[config.mk]
export PLATFORM = sky130hd
export DESIGN_NAME = clk_div_prog_flat
export DESIGN_NICKNAME = d
export VERILOG_FILES = /design/src/rtl/clk_div_pkg.sv /design/src/rtl/clk_div_if.sv /design/src/rtl/clk_div_ratio_reg.sv /design/src/rtl/clk_div_prog.sv /design/src/flat_wrapper.sv
export SDC_FILE = /design/constraint.sdc
export NUM_CORES = 1
export LEC_CHECK = 0
export BUFFER_PORTS_ARGS = -buffer_cell sky130_fd_sc_hd__buf_2
export CAP_MARGIN = 10
export CORE_MARGIN = 4
export CORE_UTILIZATION = 35
export CTS_CLUSTER_SIZE = 25
export DETAILED_ROUTE_END_ITERATION = 16
export SLEW_MARGIN = 10
export SYNTH_ARGS = -nofsm -noshare
export SYNTH_HDL_FRONTEND = slang
export SYNTH_HIERARCHICAL = 1
export SYNTH_SLANG_ARGS = --single-unit
[constraint.sdc]
create_clock -name clk -period 4.9 [get_ports clk]
set_input_delay 0.49 -clock clk [delete_from_list [all_inputs] [get_ports clk]]
set_output_delay 0.49 -clock clk [all_outputs]
set_load 0.03 [all_outputs]
[src/rtl/clk_div_pkg.sv]
// Shared types and constants for the programmable clock divider.
package clk_div_pkg;

    typedef enum logic {
        IDLE = 1'b0,
        RUN  = 1'b1
    } state_e;

    localparam int DIV_MIN = 2;
    localparam int DEF_W   = 8;
    localparam int DEF_DIV = 10;

endpackage

[src/rtl/clk_div_if.sv]
// Control/status bundle of clk_div_prog; hi_in exists only with CLKDIV_DUTY_EN.
interface clk_div_if
    import clk_div_pkg::*;
#(
    parameter int W = DEF_W
) ();

    logic         en;
    logic         load;
    logic [W-1:0] div_in;
`ifdef CLKDIV_DUTY_EN
    logic [W-1:0] hi_in;
`endif
    logic         clk_out;
    logic         tick;
    logic [W-1:0] div_cur;
    logic         pending;
    logic         err;

`ifdef CLKDIV_DUTY_EN
    modport master (
        output en, load, div_in, hi_in,
        input  clk_out, tick, div_cur, pending, err
    );

    modport slave (
        input  en, load, div_in, hi_in,
        output clk_out, tick, div_cur, pending, err
    );
`else
    modport master (
        output en, load, div_in,
        input  clk_out, tick, div_cur, pending, err
    );

    modport slave (
        input  en, load, div_in,
        output clk_out, tick, div_cur, pending, err
    );
`endif

endinterface

[src/rtl/clk_div_ratio_reg.sv]
// Ratio register: load validation, pending ratio and boundary commit.
// CLKDIV_DUTY_EN adds a programmable high time alongside the ratio.
module clk_div_ratio_reg
    import clk_div_pkg::*;
#(
    parameter int W           = DEF_W,
    parameter int DEFAULT_DIV = DEF_DIV
) (
    input  logic         clk,
    input  logic         rst_n,
    input  logic         run_i,
    input  logic         stop_i,
    input  logic         wrap_i,
    input  logic         load_i,
    input  logic [W-1:0] div_in_i,
`ifdef CLKDIV_DUTY_EN
    input  logic [W-1:0] hi_in_i,
`endif
    output logic [W-1:0] div_cur_o,
    output logic [W-1:0] div_nxt_o,
    output logic [W-1:0] hi_nxt_o,
    output logic         pending_o,
    output logic         err_o
);

    logic [W-1:0] div_cur_q, div_cur_d;
    logic [W-1:0] pend_div_q, pend_div_d;
    logic         pending_q, pending_d;
    logic         err_q, err_d;
    logic         legal;
    logic         commit;
`ifdef CLKDIV_DUTY_EN
    logic [W-1:0] hi_q, hi_d;
    logic [W-1:0] pend_hi_q, pend_hi_d;
`endif

    always_comb begin
        legal = div_in_i >= W'(DIV_MIN);
`ifdef CLKDIV_DUTY_EN
        legal = legal && (hi_in_i != '0) && (hi_in_i < div_in_i);
`endif
        // A waiting ratio lands on a wrap, on the drop to IDLE, or in IDLE.
        commit = pending_q && (!run_i || stop_i || wrap_i);
    end

    always_comb begin
        div_cur_d  = div_cur_q;
        pend_div_d = pend_div_q;
        pending_d  = pending_q;
        err_d      = load_i && !legal;
`ifdef CLKDIV_DUTY_EN
        hi_d       = hi_q;
        pend_hi_d  = pend_hi_q;
`endif
        if (commit) begin
            div_cur_d = pend_div_q;
            pending_d = 1'b0;
`ifdef CLKDIV_DUTY_EN
            hi_d      = pend_hi_q;
`endif
        end
        if (load_i && legal) begin
            if (run_i) begin
                pend_div_d = div_in_i;
                pending_d  = 1'b1;
`ifdef CLKDIV_DUTY_EN
                pend_hi_d  = hi_in_i;
`endif
            end else begin
                div_cur_d = div_in_i;
                pending_d = 1'b0;
`ifdef CLKDIV_DUTY_EN
                hi_d      = hi_in_i;
`endif
            end
        end
    end

    always_ff @(posedge clk or negedge rst_n) begin
        if (!rst_n) begin
            div_cur_q  <= W'(DEFAULT_DIV);
            pend_div_q <= '0;
            pending_q  <= 1'b0;
            err_q      <= 1'b0;
`ifdef CLKDIV_DUTY_EN
            hi_q       <= W'(DEFAULT_DIV / 2);
            pend_hi_q  <= '0;
`endif
        end else begin
            div_cur_q  <= div_cur_d;
            pend_div_q <= pend_div_d;
            pending_q  <= pending_d;
            err_q      <= err_d;
`ifdef CLKDIV_DUTY_EN
            hi_q       <= hi_d;
            pend_hi_q  <= pend_hi_d;
`endif
        end
    end

    assign div_cur_o = div_cur_q;
    assign div_nxt_o = div_cur_d;
    assign pending_o = pending_q;
    assign err_o     = err_q;
`ifdef CLKDIV_DUTY_EN
    assign hi_nxt_o  = hi_d;
`else
    assign hi_nxt_o  = div_cur_d >> 1;
`endif

endmodule

[src/rtl/clk_div_prog.sv]
// Run-time programmable clock divider with clock-enable tick.
// Define CLKDIV_DUTY_EN for a programmable high time (hi_in).
module clk_div_prog
    import clk_div_pkg::*;
#(
    parameter int W           = DEF_W,
    parameter int DEFAULT_DIV = DEF_DIV
) (
    input  logic      clk,
    input  logic      rst_n,
    clk_div_if.slave  bus
);

    state_e       state_q, state_d;
    logic [W-1:0] cnt_q, cnt_d;
    logic         clk_out_q, clk_out_d;
    logic         tick_q, tick_d;
    logic [W-1:0] div_cur;
    logic [W-1:0] div_nxt;
    logic [W-1:0] hi_nxt;
    logic         run;
    logic         stop;
    logic         wrap;

    assign run  = (state_q == RUN);
    assign stop = run && !bus.en;
    assign wrap = run && bus.en && (cnt_q == div_cur - W'(1));

    clk_div_ratio_reg #(
        .W           (W),
        .DEFAULT_DIV (DEFAULT_DIV)
    ) u_ratio (
        .clk       (clk),
        .rst_n     (rst_n),
        .run_i     (run),
        .stop_i    (stop),
        .wrap_i    (wrap),
        .load_i    (bus.load),
        .div_in_i  (bus.div_in),
`ifdef CLKDIV_DUTY_EN
        .hi_in_i   (bus.hi_in),
`endif
        .div_cur_o (div_cur),
        .div_nxt_o (div_nxt),
        .hi_nxt_o  (hi_nxt),
        .pending_o (bus.pending),
        .err_o     (bus.err)
    );

    always_comb begin
        state_d   = state_q;
        cnt_d     = '0;
        clk_out_d = 1'b0;
        tick_d    = 1'b0;
        unique case (state_q)
            IDLE: begin
                if (bus.en) begin
                    state_d   = RUN;
                    clk_out_d = 1'b1;
                    tick_d    = 1'b1;
                end
            end
            RUN: begin
                if (!bus.en) begin
                    state_d = IDLE;
                end else begin
                    cnt_d     = wrap ? '0 : cnt_q + W'(1);
                    clk_out_d = cnt_d < hi_nxt;
                    tick_d    = (cnt_d == '0);
                end
            end
            default: state_d = IDLE;
        endcase
    end

    always_ff @(posedge clk or negedge rst_n) begin
        if (!rst_n) begin
            state_q   <= IDLE;
            cnt_q     <= '0;
            clk_out_q <= 1'b0;
            tick_q    <= 1'b0;
        end else begin
            state_q   <= state_d;
            cnt_q     <= cnt_d;
            clk_out_q <= clk_out_d;
            tick_q    <= tick_d;
        end
    end

    assign bus.clk_out = clk_out_q;
    assign bus.tick    = tick_q;
    assign bus.div_cur = div_cur;

    logic unused_ok;
    assign unused_ok = ^div_nxt;

endmodule
[src/flat_wrapper.sv]
// flat-port wrapper written by rule: the top's interface ports become plain ports
module clk_div_prog_flat import clk_div_pkg::*;
#(
    parameter int W           = DEF_W,
    parameter int DEFAULT_DIV = DEF_DIV
)
  (clk, rst_n, bus_en, bus_load, bus_div_in, bus_clk_out, bus_tick, bus_div_cur, bus_pending, bus_err);
  clk_div_if #(.W(W)) bus_i ();
  input  logic clk;
  input  logic rst_n;
  input wire logic [$bits(bus_i.en)-1:0] bus_en;
  input wire logic [$bits(bus_i.load)-1:0] bus_load;
  input wire logic [$bits(bus_i.div_in)-1:0] bus_div_in;
  output wire logic [$bits(bus_i.clk_out)-1:0] bus_clk_out;
  output wire logic [$bits(bus_i.tick)-1:0] bus_tick;
  output wire logic [$bits(bus_i.div_cur)-1:0] bus_div_cur;
  output wire logic [$bits(bus_i.pending)-1:0] bus_pending;
  output wire logic [$bits(bus_i.err)-1:0] bus_err;
  assign bus_i.en = bus_en;
  assign bus_i.load = bus_load;
  assign bus_i.div_in = bus_div_in;
  assign bus_clk_out = bus_i.clk_out;
  assign bus_tick = bus_i.tick;
  assign bus_div_cur = bus_i.div_cur;
  assign bus_pending = bus_i.pending;
  assign bus_err = bus_i.err;
  clk_div_prog #(.W(W), .DEFAULT_DIV(DEFAULT_DIV)) u_core (.clk(clk), .rst_n(rst_n), .bus(bus_i));
endmodule
Yosys cells after proc, flatten, opt, wreduce, memory -nomap -nowiden
Index checks and enable logic that the tools add are counted.
- magnitude comparators: 2
- eq/ne operators: 1
- bitwise operators: 1
- reductions and logical operators: 14
- muxes and demuxes: 14
- $add $sub $neg: 2
- operator list (kind ; number):
    $mux 8 ; 6
    $add 8x1->8 const B ; 1
    $eq 8x8->1 ; 1
    $ge 8x2->1 const B ; 1
    $logic_not 8->1 ; 1
    $lt 8x7->1 ; 1
    $sub 8x1->8 const B ; 1
    $logic_and 1x1->1 ; 6
    $mux 1 ; 6
    $pmux 1 s2 ; 2
    $logic_not 1->1 ; 3
    $logic_or 1x1->1 ; 2
    $reduce_and 2->1 ; 1
    $reduce_bool 2->1 ; 1
    $not 1->1 ; 1
- bits in registers: 29
- output and inout port bits: 12
- bits of input ports: 12
- word-level logic and storage cells: 42

Depth between registers and ports, before layout
Gate-level depths: netlist of the first run.
- depth after elaboration: 11
- mapped depth: 20

Hierarchy
The synthesis of the first run kept the hierarchy.
- modules (own cells, without submodules) (module ; sequential area each (µm²) ; area each (µm²) ; times used ; cells each):
    clk_div_ratio_reg ; 452.9 ; 1038.5 ; 1 ; 94
    clk_div_prog ; 275.3 ; 1037.2 ; 1 ; 122

Worst setup path after synthesis of the first run
Ideal clock, no wire load.
- kind: reg-to-reg
- start point: register u_core.u_ratio.div_cur_q[0] (netlist: u_core/u_ratio/div_cur_o[0])
- end point: register u_core.clk_out_q (netlist: u_core/bus.clk_out)
- data arrival time: 4101 ps
- buffers on the path: 3
- cell stages (with the launch flop): 19
- library setup time: 124 ps
- setup slack: 676 ps
- path through: dfrtp_1 or4_4 nor2_2 nand4b_1 and3_4 nor4_4 buf_6 buf_1 nor3b_2 o211ai_1 mux2_2 buf_4 inv_1 ha_1 nand3_1 or3b_2 o22ai_1 nor3b_1 o2bb2ai_2
- longest elaborated chain between the ends: 11
- elaborated cells between the ends (all ways): 12
- those cells by class: add/sub (1); order compare (1); eq/ne (1); mux (6); reduce/logical (3)
- ends and longest elaborated chain (what ; line ; source):
    from (decl) ; clk_div_ratio_reg.sv:26 ; logic [W-1:0] div_cur_q, div_cur_d;
    from (signal assigned) ; clk_div_ratio_reg.sv:81 ; div_cur_q <= W'(DEFAULT_DIV);
    from (signal assigned) ; clk_div_ratio_reg.sv:90 ; div_cur_q <= div_cur_d;
    $sub 8x1->8 (*) ; clk_div_prog.sv:27 ; assign wrap = run && bus.en && (cnt_q == div_cur - W'(1));
    $eq 8x8->1 (*) ; clk_div_prog.sv:27 ;
    $logic_and 1x1->1 (*) ; clk_div_prog.sv:27 ;
    via u_core.wrap ; clk_div_prog.sv:23 ; logic wrap;
    $logic_or 1x1->1 (*) ; clk_div_ratio_reg.sv:43 ; commit = pending_q && (!run_i || stop_i || wrap_i);
    $logic_and 1x1->1 (*) ; clk_div_ratio_reg.sv:43 ;
    $mux 8 (*) ; clk_div_ratio_reg.sv:55 ; if (commit) begin
    $mux 8 ; clk_div_ratio_reg.sv:63 ; if (run_i) begin
    $mux 8 (*) ; clk_div_ratio_reg.sv:62 ; if (load_i && legal) begin
    via u_core.div_nxt[7] ; clk_div_prog.sv:19 ; logic [W-1:0] div_nxt;
    $lt 8x7->1 (*) ; clk_div_prog.sv:68 ; clk_out_d = cnt_d < hi_nxt;
    $mux 1 (*) ; clk_div_prog.sv:64 ; if (!bus.en) begin
    $pmux 1 s2 (*) ; clk_div_prog.sv:55 ; unique case (state_q)
    via u_core.clk_out_d ; clk_div_prog.sv:16 ; logic clk_out_q, clk_out_d;
    to (signal assigned) ; clk_div_prog.sv:85 ; clk_out_q <= clk_out_d;
    to (decl) ; clk_div_prog.sv:16 ;
Mark *: on every way through the listed nets, which the timed path passes. The rest lies on a longest branch.
A chain may end at the register's enable or synchronous reset.

Worst setup path in the final report of the first run
- start point: register u_core.u_ratio.div_cur_q[0] (netlist: u_core/u_ratio/div_cur_o[0])
- end point: register u_core.clk_out_q (netlist: u_core/bus.clk_out)
- longest elaborated chain between the ends: 11
- elaborated cells between the ends (all ways): 12
- those cells by class: add/sub (1); order compare (1); eq/ne (1); mux (6); reduce/logical (3)
- ends and longest elaborated chain (what ; line):
    $sub 8x1->8 (*) ; clk_div_prog.sv:27
    $eq 8x8->1 (*) ; clk_div_prog.sv:27
    $logic_and 1x1->1 (*) ; clk_div_prog.sv:27
    $logic_or 1x1->1 (*) ; clk_div_ratio_reg.sv:43
    $logic_and 1x1->1 (*) ; clk_div_ratio_reg.sv:43
    $mux 8 (*) ; clk_div_ratio_reg.sv:55
    $mux 8 ; clk_div_ratio_reg.sv:63
    $mux 8 (*) ; clk_div_ratio_reg.sv:62
    via u_core.div_nxt[7] ; clk_div_prog.sv:19
    $lt 8x7->1 (*) ; clk_div_prog.sv:68
    $mux 1 (*) ; clk_div_prog.sv:64
    $pmux 1 s2 (*) ; clk_div_prog.sv:55
    via u_core.clk_out_d ; clk_div_prog.sv:16
Marks and branches as above.

==> summary.txt, run 1 <==
Run status
  – Status: finished, final reports clean

Synthesis
  – Netlist Area Pre-Place: 2080 sq um
  – Unique cell type count in the Yosys netlist: 54
  – Most used flip-flop cell after synthesis: dfrtp_1
  – Number of flops mapped to enable cells by yosys: 0
  – FFs w/ async S/R, synth: 1.00
  – Post-Syn Nets: 237
  – Seq/Total Area, Yosys: 0.351
  – Post-Synthesis Cells: 216
  – Avg Cell Area, Syn: 9.61 sq um
  – Seq cells post-synth: 29
  – Yosys Warn Count: 6

Finish
  – NumNets Final: 249
  – Layout cell share with drive strength beyond 1: 0.245
  – ANT cells: 0
  – Post-route cell area: 2280 sq um
  – Non-Filler Instances: 301
  – Synthesis-to-layout area growth: 10.1%
  – Fill count: 577

Worst setup path
  – CP Capture Type: register
  – CP max stage cell: or4_4
  – CP required: 5.07 ns
  – Top delay family on crit path: simple AND/OR/NAND/NOR gates
  – Buffers plus inverters on the worst setup path: 1
  – CP Cell Sequence: or4_4, nor2_2, nand4b_1, and3_4, nor4_4, nor3b_2, o211ai_1, mux2_2, inv_1, ha_1, nand3_1, or3b_2, o22ai_1, nor3b_1, o2bb2ai_2
  – Critical Path Source Type: register
  – WP data arrival: 4.00 ns
  – Worst-path maximum fanout: 8
  – Kind of critical path: register to register
  – CP peak stage delay: 0.56 ns

CTS
  – Clock root cell: clkbuf_8
  – Worst-case clock buffer depth: 2
  – CTS tree: built
  – CTS clk-pin slew, worst paths: 0.07 ns
  – Number of hold buffers added after cts: 0
  – Worst skew pair latency: 0.28 ns
  – # resized after CTS: 0
  – H-tree levels: 2
  – Post-CTS setup buffer count: 0
  – CTS buffer count: 5
  – CTS Sinks: 29

Power and ir drop
  – PD cells: 336 nW/um^2
  – Max VDD drop: 0.0968 mV
  – Leakage: 0.00100 uW

Drt
  – Total wire length: 4730 um
  – Wire per inst: 15.7 um
  – Total number of vias: 1633
  – Antenna viol nets, final: 0
  – Drt pass-1 iters: 4
  – DRC errors left: 0
  – DR iter-0 viols: 90
  – Vias per std cell: 5.43

Timing
  – Hold Violations, Final: 0
  – Max Slew Vio Count: 0
  – # setup viols final: 0
  – Slew @ Worst Pin: 0.657 ns
  – RSZ-0062 raised after global routing: no
  – Highest clock rate: 261 MHz
  – Setup TNS: 0 ns
  – Shortest period the worst path allows: 3.84 ns
  – Headroom to the max-slew limit: 0.562
  – Clock skew: 0.00475 ns
  – Tcrit/Tclk final: 0.783

Die
  – Die footprint: 7230 sq um
  – Chip Width: 85.0 um
  – Core ar.: 5640 sq um
  – # IOs: 24
  – Overall die height: 85.0 um
  – Rows: 27
  – Initial core utilization: 0.368

Placed design
  – Placed Area: 2170 sq um
  – RePlAce Congestion: 0.805
  – Hpwl dp: 3480 um
  – Input/output buffers: 23
  – Placed Cells: 293

Worst hold path
  – Hold WC Path Type: input port to asynchronous set/reset pin

Global routing
  – First-pass GRT wire length: 8020 um
  – GRT Total Usage: 0.140
  – Pin count of the biggest net entering global routing: 30
  – Initial antenna violation count: 0
  – GRT Residual Overflow: 0
  – Number of global-route vias before repair: 1609

Job
  – Max-capacitance violation count: 0
[cells in the mapped netlist (all sizes together) (3+ instances only)]
| cell | count | area share |
|---|---|---|
| ha | 9 | 0.054 |
| nor3b | 3 | 0.013 |
| a22o | 5 | 0.021 |
| clkbuf | 8 | 0.016 |
| buf | 11 | 0.042 |
| dfrtp | 27 | 0.33 |
| o21ai | 4 | 0.015 |
| inv | 11 | 0.020 |
| nand3 | 5 | 0.012 |
| xnor2 | 11 | 0.046 |
| and3 | 4 | 0.014 |
| mux2 | 11 | 0.060 |
| nor2 | 13 | 0.025 |
| nor3 | 13 | 0.031 |
| or4bb | 8 | 0.043 |
| nand2 | 13 | 0.024 |
| a21oi | 6 | 0.016 |
| nand2b | 11 | 0.033 |
| xor2 | 4 | 0.017 |
| o211ai | 9 | 0.033 |
[layout by cell type, fill, tap and decap left out, types with 2 or more instances in the layout]
| cell type | count |
|---|---|
| nand3_1 | 5 |
| or4bb_1 | 8 |
| a31oi_1 | 2 |
| o22ai_1 | 2 |
| dfrtp_1 | 27 |
| nor2b_1 | 2 |
| nand2b_1 | 11 |
| o211ai_1 | 9 |
| mux2_2 | 11 |
| nand2_1 | 13 |
| nor3_1 | 13 |
| clkbuf_8 | 6 |
| buf_2 | 23 |
| or4_4 | 2 |
| ha_1 | 9 |
| nor2_1 | 12 |
| xor2_1 | 4 |
| nor3b_1 | 2 |
| a21oi_1 | 5 |
| dfstp_2 | 2 |
| a22o_1 | 5 |
| xnor2_1 | 11 |
| o21ai_0 | 2 |
| inv_1 | 11 |
| and3_1 | 3 |
[kinds of logic (layout without fill, tap and decap cells)]
| family | count (synthesis) | after routing | synth area share |
|---|---|---|---|
| and+or+nand+nor | 87 | 87 | 0.268 |
| AOI/OAI and AO/OA | 34 | 34 | 0.124 |
| buffers and inverters | 30 | 43 | 0.0778 |
| DFF | 29 | 29 | 0.351 |
| xor gates and xnor gates | 15 | 15 | 0.0633 |
| muxes | 11 | 11 | 0.0597 |
| adders and majority gates | 9 | 9 | 0.0543 |
| other | 1 | 1 | 0.00181 |
[per-layer routing]
metal	vias up	track usage	routed length [um]
li1	790	-	-
met1	795	0.190	2270
met2	42	0.203	2140
met3	6	0.0398	235
met4	0	0.0647	85
met5	-	0	0
[worst reg2reg max path, delay by kind of cell, from the launching register on]
family | cells | cell delay [ns]
buffers and inverters | 1 | 0.04
multiplexers | 1 | 0.19
adder cells (fa/ha/maj) | 1 | 0.28
flip-flops | 1 | 0.45
AND/OR/NAND/NOR | 9 | 2.20
AO/OA/AOI/OAI | 3 | 0.58
[flip-flops by register name (all words and copies together), names as in the netlist]
name and count:
u_core/bus.clk_out 1, u_core/bus.tick 1, u_core/cnt_q 8, u_core/run 1, u_core/u_ratio/div_cur_o 8, u_core/u_ratio/err_o 1, u_core/u_ratio/pend_div_q 8, u_core/u_ratio/pending_o 1
[power by group]
part / switching, uW / internal [uW]
sequential: 40.1 / 268
combinational: 114 / 87.4
clock: 91.5 / 166
[worst paths after layout]
kind,slack (ns),endpoint,cells after the start,start
max,1.06,u_core/bus.clk_out$_DFF_PN0_,15,u_core/u_ratio/div_cur_o[0]$_DFF_PN0_
min,0.24,u_core/u_ratio/div_cur_o[2]$_DFF_PN0_,1,rst_n
max reg2reg,1.06,u_core/bus.clk_out$_DFF_PN0_,15,u_core/u_ratio/div_cur_o[0]$_DFF_PN0_
min reg2reg,0.51,u_core/u_ratio/pend_div_q[6]$_DFFE_PN0P_,1,u_core/u_ratio/pend_div_q[6]$_DFFE_PN0P_
max in group asynchronous,4.23,u_core/u_ratio/pend_div_q[5]$_DFFE_PN0P_,1,rst_n
min in group clk,0.40,u_core/run$_DFF_PN0_,1,bus_en
[per-stage QoR]
stage               setup WS [ns]  hold slack (ns)  power (uW)  utilization
CTS                          1.06            0.265         775        0.405
global route                0.822            0.288         812        0.405
global placement             1.22            0.486         512        0.384
floorplan                   0.676            0.194         467            -
finish                       1.06            0.240         767        0.405
detailed placement           1.08            0.489         513        0.384
[final cells by class]
class                      instances  area, sq um  area share
timing repair buffer              24          123      0.0537
sequential                        29          728       0.319
clock buffer                       7         86.3      0.0378
inverter                          11         41.3      0.0181
tap                               72         90.1      0.0394
clock inverter                     1         30.0      0.0131
multi-input combinational        157         1190       0.519
Note: power is estimated with default switching activity, not from simulation.
==> run 2, diff against run 1 <==
- clock period: 4.9 -> 3.2 ns (I/O delays scaled with it)
==> run 2 against run 1 <==
The run now ends with negative setup slack left. Fmax rose by 8.2%. Clock skew rose by 0.0075 ns. Sequential share of layout area fell by 3.9 points. Flip-flop and latch count stayed put. Worst setup slack lost 1.4 ns. Critical path depth increased by 1. Die area stayed put.
==> summary.txt, run 2 (synthesized netlist as in run 1, its figures left out) <==
Run status
  – Status: complete, but fails checks
  – Violations in the final reports: negative setup slack

Worst setup path
  – Top delay family on crit path: simple AND/OR/NAND/NOR gates
  – Worst-path maximum fanout: 6 (-2)
  – R2R setup slack: -0.35 ns (-1.41 ns)
  – CP Capture Type: register
  – CP Cell Sequence: or4_4, nor2_2, nand4b_1, and3_4, nor4_4, buf_6, nor3b_2, buf_4, o211ai_1, mux2_4, inv_1, ha_1, a21oi_4, o22ai_4, nor3b_2, o2bb2ai_2
  – Kind of critical path: register to register
  – CP required: 3.41 ns (-1.66 ns)
  – Critical Path Source Type: register
  – CP peak stage delay: 0.55 ns (about the same)
  – Crit path top cell by count: nor3b_2
  – CP max stage cell: or4_4
  – WP data arrival: 3.76 ns (-0.24 ns)
  – Buffers plus inverters on the worst setup path: 3 (+2)

Global routing
  – Pin count of the biggest net entering global routing: 30 (unchanged)
  – First-pass GRT wire length: 8350 um (+4.1%)
  – Initial antenna violation count: 0 (unchanged)
  – GRT Residual Overflow: 0 (unchanged)
  – Number of global-route vias before repair: 1683 (+4.6%)
  – GRT Total Usage: 0.146 (+0.00593)

Drt
  – Total number of vias: 1755 (+7.5%)
  – Drt pass-1 iters: 4 (unchanged)
  – Total wire length: 5070 um (+7.4%)
  – Wire per inst: 15.4 um (-2.1%)
  – Antenna viol nets, final: 0 (unchanged)
  – DR iter-0 viols: 96 (+6.7%)
  – DRC errors left: 0 (unchanged)
  – Vias per std cell: 5.32 (-2.0%)

Die
  – Overall die height: 85.0 um (unchanged)
  – Chip Width: 85.0 um (unchanged)
  – Initial core utilization: 0.368 (unchanged)
  – Die footprint: 7230 sq um (unchanged)
  – Core ar.: 5640 sq um (unchanged)
  – Rows: 27 (unchanged)
  – # IOs: 24 (unchanged)

CTS
  – Number of hold buffers added after cts: 0 (unchanged)
  – CTS tree: built
  – CTS Sinks: 29 (unchanged)
  – Worst-case clock buffer depth: 2 (unchanged)
  – CTS buffer count: 5 (unchanged)
  – Clock root cell: clkbuf_8
  – H-tree levels: 2 (unchanged)
  – CTS clk-pin slew, worst paths: 0.07 ns (about the same)
  – Worst skew pair latency: 0.29 ns (about the same)

Finish
  – Non-Filler Instances: 330 (+9.6%)
  – Synthesis-to-layout area growth: 25.9%
  – ANT cells: 0 (unchanged)
  – Fill count: 551 (-4.5%)
  – Most common cell after layout, fill and taps aside: buf_4
  – Most frequent cells in the layout: buf_4 (28), dfrtp_1 (25), buf_2 (23)
  – NumNets Final: 278 (+12%)
  – Layout cell share with drive strength beyond 1: 0.391 (+0.147)

Power and ir drop
  – Max VDD drop: 0.188 mV (+94%)
  – PD cells: 489 nW/um^2 (+46%)
  – Leakage: 0.00117 uW (+16%)

Timing
  – Final Worst Setup Slack: -0.347 ns (-1.41 ns)
  – Headroom to the max-slew limit: 0.556 (-0.00610)
  – Slew @ Worst Pin: 0.666 ns (+0.00916 ns)
  – Clock skew: 0.0122 ns (+0.00745 ns)
  – Shortest period the worst path allows: 3.55 ns (-0.291 ns)
  – RSZ-0062 raised after global routing: yes
  – Setup TNS: -0.347 ns (-0.347 ns)
  – Tcrit/Tclk final: 1.11 (+0.325)
  – Highest clock rate: 282 MHz (+8.2%)
  – Max Slew Vio Count: 0 (unchanged)
  – Hold Violations, Final: 0 (unchanged)
  – # setup viols final: 1 (+1)

Job
  – Max-capacitance violation count: 0 (unchanged)

Placed design
  – RePlAce Congestion: 0.815 (+1.3%)
  – Hpwl dp: 3770 um (+8.1%)
  – Input/output buffers: 23 (unchanged)
  – Placed Cells: 320 (+9.2%)

Worst hold path
  – Hold WC Path Type: input port to asynchronous set/reset pin
[run 2: what timing repair did]
item,4_1_cts,5_1_grt
setup buffers,0,2
pin swaps,2,4
endpoints found under the setup margin,1,1
gates resized for setup,8,3
cloned,0,0
[run 2: final timing paths]
path / from / end / depth (start not counted)
worst max-delay path: u_core/u_ratio/div_cur_o[1]$_DFF_PN1_ / u_core/bus.clk_out$_DFF_PN0_ / 16
worst min-delay path: rst_n / u_core/cnt_q[3]$_DFF_PN0_ / 1
worst max register to register: u_core/u_ratio/div_cur_o[1]$_DFF_PN1_ / u_core/bus.clk_out$_DFF_PN0_ / 16
worst min register to register: u_core/u_ratio/pend_div_q[3]$_DFFE_PN0P_ / u_core/u_ratio/pend_div_q[3]$_DFFE_PN0P_ / 1
max in group asynchronous: rst_n / u_core/u_ratio/div_cur_o[0]$_DFF_PN0_ / 1
min in group clk: bus_en / u_core/run$_DFF_PN0_ / 1
[run 2: where the power goes]
| part | total (uW) | internal [uW] | switching (uW) |
|---|---|---|---|
| registers | 446 | 411 | 35.7 |
| logic | 432 | 206 | 226 |
| clock network | 399 | 254 | 145 |
| total | 1280 | 870 | 407 |
[run 2: worst register-to-register path, cell delays in order (launching register included)]
cell	delay, ns
dfstp_2	0.39
or4_4	0.55
nor2_2	0.17
nand4b_1	0.13
and3_4	0.17
nor4_4	0.28
buf_6	0.17
nor3b_2	0.07
buf_4	0.19
o211ai_1	0.18
mux2_4	0.19
inv_1	0.04
ha_1	0.34
a21oi_4	0.20
o22ai_4	0.10
nor3b_2	0.19
o2bb2ai_2	0.12
[run 2: metrics by stage]
| stage | utilization | area, sq um | setup WS, ns | total power (uW) | hold slack [ns] |
|---|---|---|---|---|---|
| floorplan | - | 2140 | -0.529 | 735 | 0.0244 |
| global placement | 0.430 | 2420 | -0.278 | 866 | 0.412 |
| detailed placement | 0.430 | 2420 | -0.351 | 868 | 0.405 |
| CTS | 0.458 | 2580 | -0.300 | 1280 | 0.0891 |
| global route | 0.463 | 2610 | -0.482 | 1350 | 0.119 |
| finish | 0.463 | 2610 | -0.347 | 1280 | 0.0589 |
[run 2: cell type report]
cell class,instances,area [sq um],area share
Clock inverter,1,30.0,0.0115
Clock buffer,7,86.3,0.0330
Sequential cell,29,731,0.280
Tap cell,72,90.1,0.0345
Timing Repair Buffer,53,342,0.131
Inverter,11,41.3,0.0158
Multi-Input combinational cell,157,1290,0.495
[run 2: per-layer routing]
layer	wire length [um]	share of wire	GRT usage
met4	92	0.018	0.0604
met2	2340	0.46	0.223
met3	214	0.042	0.0330
met1	2430	0.48	0.197
met5	0	0	0
==> run 3, diff against run 2 <==
- clock period: 3.2 -> 4.45 ns (I/O delays scaled with it)
==> run 3 against run 2 <==
The flow now finishes without violations. Global-route usage shrank 0.80 points. Cell count shrank 8.5%. First-iteration DRC count shrank 4.2%. Utilization shrank 6.3 points. Critical endpoint unchanged. Largest cell class unchanged.
==> summary.txt, run 3 (synthesized netlist as in run 1, its figures left out) <==
Finish
  – Layout cell share with drive strength beyond 1: 0.248 (-0.144)
  – ANT cells: 0 (unchanged)
  – NumNets Final: 250 (-10%)
  – Most frequent cells in the layout: dfrtp_1 (27), buf_2 (23), nor3_1 (13), nand2_1 (13), nor2_1 (12)
  – Most common cell after layout, fill and taps aside: dfrtp_1
  – Post-route cell area: 2260 sq um (-14%)
  – Synthesis-to-layout area growth: 8.80%
  – Non-Filler Instances: 302 (-8.5%)

Drt
  – Total wire length: 4840 um (-4.6%)
  – Antenna viol nets, final: 0 (unchanged)
  – Total number of vias: 1606 (-8.5%)
  – Drt pass-1 iters: 4 (unchanged)
  – DRC errors left: 0 (unchanged)
  – Vias per std cell: 5.32 (about the same)
  – DR iter-0 viols: 92 (-4.2%)
  – Wire per inst: 16.0 um (+4.2%)

CTS
  – Post-CTS setup buffer count: 0 (unchanged)
  – CTS buffer count: 5 (unchanged)
  – # resized after CTS: 0 (-8)
  – CTS tree: built
  – Clock root cell: clkbuf_8
  – Number of hold buffers added after cts: 0 (unchanged)
  – CTS clk-pin slew, worst paths: 0.06 ns (about the same)
  – Worst-case clock buffer depth: 2 (unchanged)
  – H-tree levels: 2 (unchanged)
  – Worst skew pair latency: 0.29 ns (about the same)
  – CTS Sinks: 29 (unchanged)

Worst setup path
  – Critical Path Source Type: register
  – Worst-path maximum fanout: 8 (+2)
  – CP peak stage delay: 0.55 ns (about the same)
  – WP data arrival: 3.93 ns (+0.17 ns)
  – CP required: 4.62 ns (+1.21 ns)
  – Reg-to-reg endpoint: u_core/bus.clk_out$_DFF_PN0_
  – CP Capture Type: register
  – Reg2reg start: u_core/u_ratio/div_cur_o[0]$_DFF_PN0_
  – Kind of critical path: register to register
  – Top delay family on crit path: simple AND/OR/NAND/NOR gates
  – Buffers plus inverters on the worst setup path: 1 (-2)
  – CP Cell Sequence: or4_4, nor2_2, nand4b_1, and3_4, nor4_4, nor3b_2, o211ai_1, mux2_2, inv_1, ha_1, nand3_1, or3b_2, o22ai_1, nor3b_1, o2bb2ai_2
  – FF-to-FF path depth: 15 (-1)
  – R2R setup slack: 0.69 ns (+1.04 ns)
  – CP max stage cell: or4_4

Timing
  – RSZ-0062 raised after global routing: no
  – Highest clock rate: 266 MHz (-5.6%)
  – Headroom to the max-slew limit: 0.553 (-0.00267)
  – Slew @ Worst Pin: 0.670 ns (+0.00401 ns)
  – Hold Violations, Final: 0 (unchanged)
  – Clock skew: 0.00576 ns (-0.00644 ns)
  – Max Slew Vio Count: 0 (unchanged)
  – Setup TNS: 0 ns (+0.347 ns)
  – Tcrit/Tclk final: 0.844 (-0.264)
  – # setup viols final: 0 (-1)
  – Shortest period the worst path allows: 3.76 ns (+0.210 ns)
  – Final Worst Setup Slack: 0.693 ns (+1.04 ns)

Power and ir drop
  – Total power draw: 771 uW (-40%)
  – PD cells: 342 nW/um^2 (-30%)
  – Leakage: 0.000995 uW (-15%)
  – Max VDD drop: 0.145 mV (-23%)

Global routing
  – Number of global-route vias before repair: 1528 (-9.2%)
  – Routing usage on met2: 0.210 (-0.0134)
  – GRT Residual Overflow: 0 (unchanged)
  – Met1 Track Usage GR: 0.183 (-0.0135)
  – Busiest layer in global routing: met2
  – Routing usage on met3: 0.0359 (+0.00291)
  – First-pass GRT wire length: 7840 um (-6.1%)
  – Initial antenna violation count: 0 (unchanged)
  – Pin count of the biggest net entering global routing: 30 (unchanged)
  – GRT Total Usage: 0.138 (-0.00797)

Placed design
  – Hpwl dp: 3530 um (-6.3%)
  – Placed Cells: 294 (-8.1%)
  – Input/output buffers: 23 (unchanged)
  – RePlAce Congestion: 0.842 (+3.3%)
  – Placed Area: 2180 sq um (-10%)
  – Pre-CTS WS: 0.685 ns (+1.04 ns)

Die
  – Die footprint: 7230 sq um (unchanged)
  – # IOs: 24 (unchanged)
  – Rows: 27 (unchanged)
  – Overall die height: 85.0 um (unchanged)
  – Initial core utilization: 0.368 (unchanged)
  – Core ar.: 5640 sq um (unchanged)
  – Chip Width: 85.0 um (unchanged)

Worst hold path
  – Hold WC Path Type: input port to asynchronous set/reset pin

Run status
  – Status: finished, final reports clean

Job
  – Max-capacitance violation count: 0 (unchanged)
[run 3: cell types whose count changed in the layout (fill, tap and decap cells not counted), sizes merged]
| cell | delta |
|---|---|
| buf | -27 |
| bufinv | -1 |
| clkinv | +2 |
| clkbuf | -2 |
[run 3: worst max-delay path by stage]
stage | startpoint | endpoint | slack [ns] | cells past startpoint
after floorplan | u_core/u_ratio/div_cur_o[0]$_DFF_PN0_ | u_core/bus.clk_out$_DFF_PN0_ | 0.23 | 18
after global placement | u_core/u_ratio/div_cur_o[0]$_DFF_PN0_ | u_core/bus.clk_out$_DFF_PN0_ | 0.81 | 15
after detailed placement | u_core/u_ratio/div_cur_o[0]$_DFF_PN0_ | u_core/bus.clk_out$_DFF_PN0_ | 0.68 | 15
after CTS | u_core/u_ratio/div_cur_o[0]$_DFF_PN0_ | u_core/bus.clk_out$_DFF_PN0_ | 0.68 | 15
after global routing | u_core/u_ratio/div_cur_o[0]$_DFF_PN0_ | u_core/bus.clk_out$_DFF_PN0_ | 0.33 | 15
final | u_core/u_ratio/div_cur_o[0]$_DFF_PN0_ | u_core/bus.clk_out$_DFF_PN0_ | 0.69 | 15
[run 3: layer usage]
metal	routed length, um	up-vias
met5	0	-
met4	91	0
li1	-	794
met3	298	7
met2	2160	40
met1	2290	765
[run 3: final cells by class]
cell class	count	area, sq um
clock inverter	2	10.0
timing repair buffer	25	130
multi-input combinational	157	1190
fill	550	3380
sequential	29	728
tap	72	90.1
clock buffer	6	72.6
inverter	11	41.3
[run 3: where the power goes]
group,internal [uW],switching [uW]
logic,96.8,125
clock network,108,102
registers,295,43.9
total,500,272
[run 3: per-stage QoR]
step / utilization / hold slack [ns]
final: 0.400 / 0.196
after global routing: 0.400 / 0.254
after CTS: 0.400 / 0.216
after detailed placement: 0.386 / 0.485
after global placement: 0.386 / 0.486
after floorplan: - / 0.149
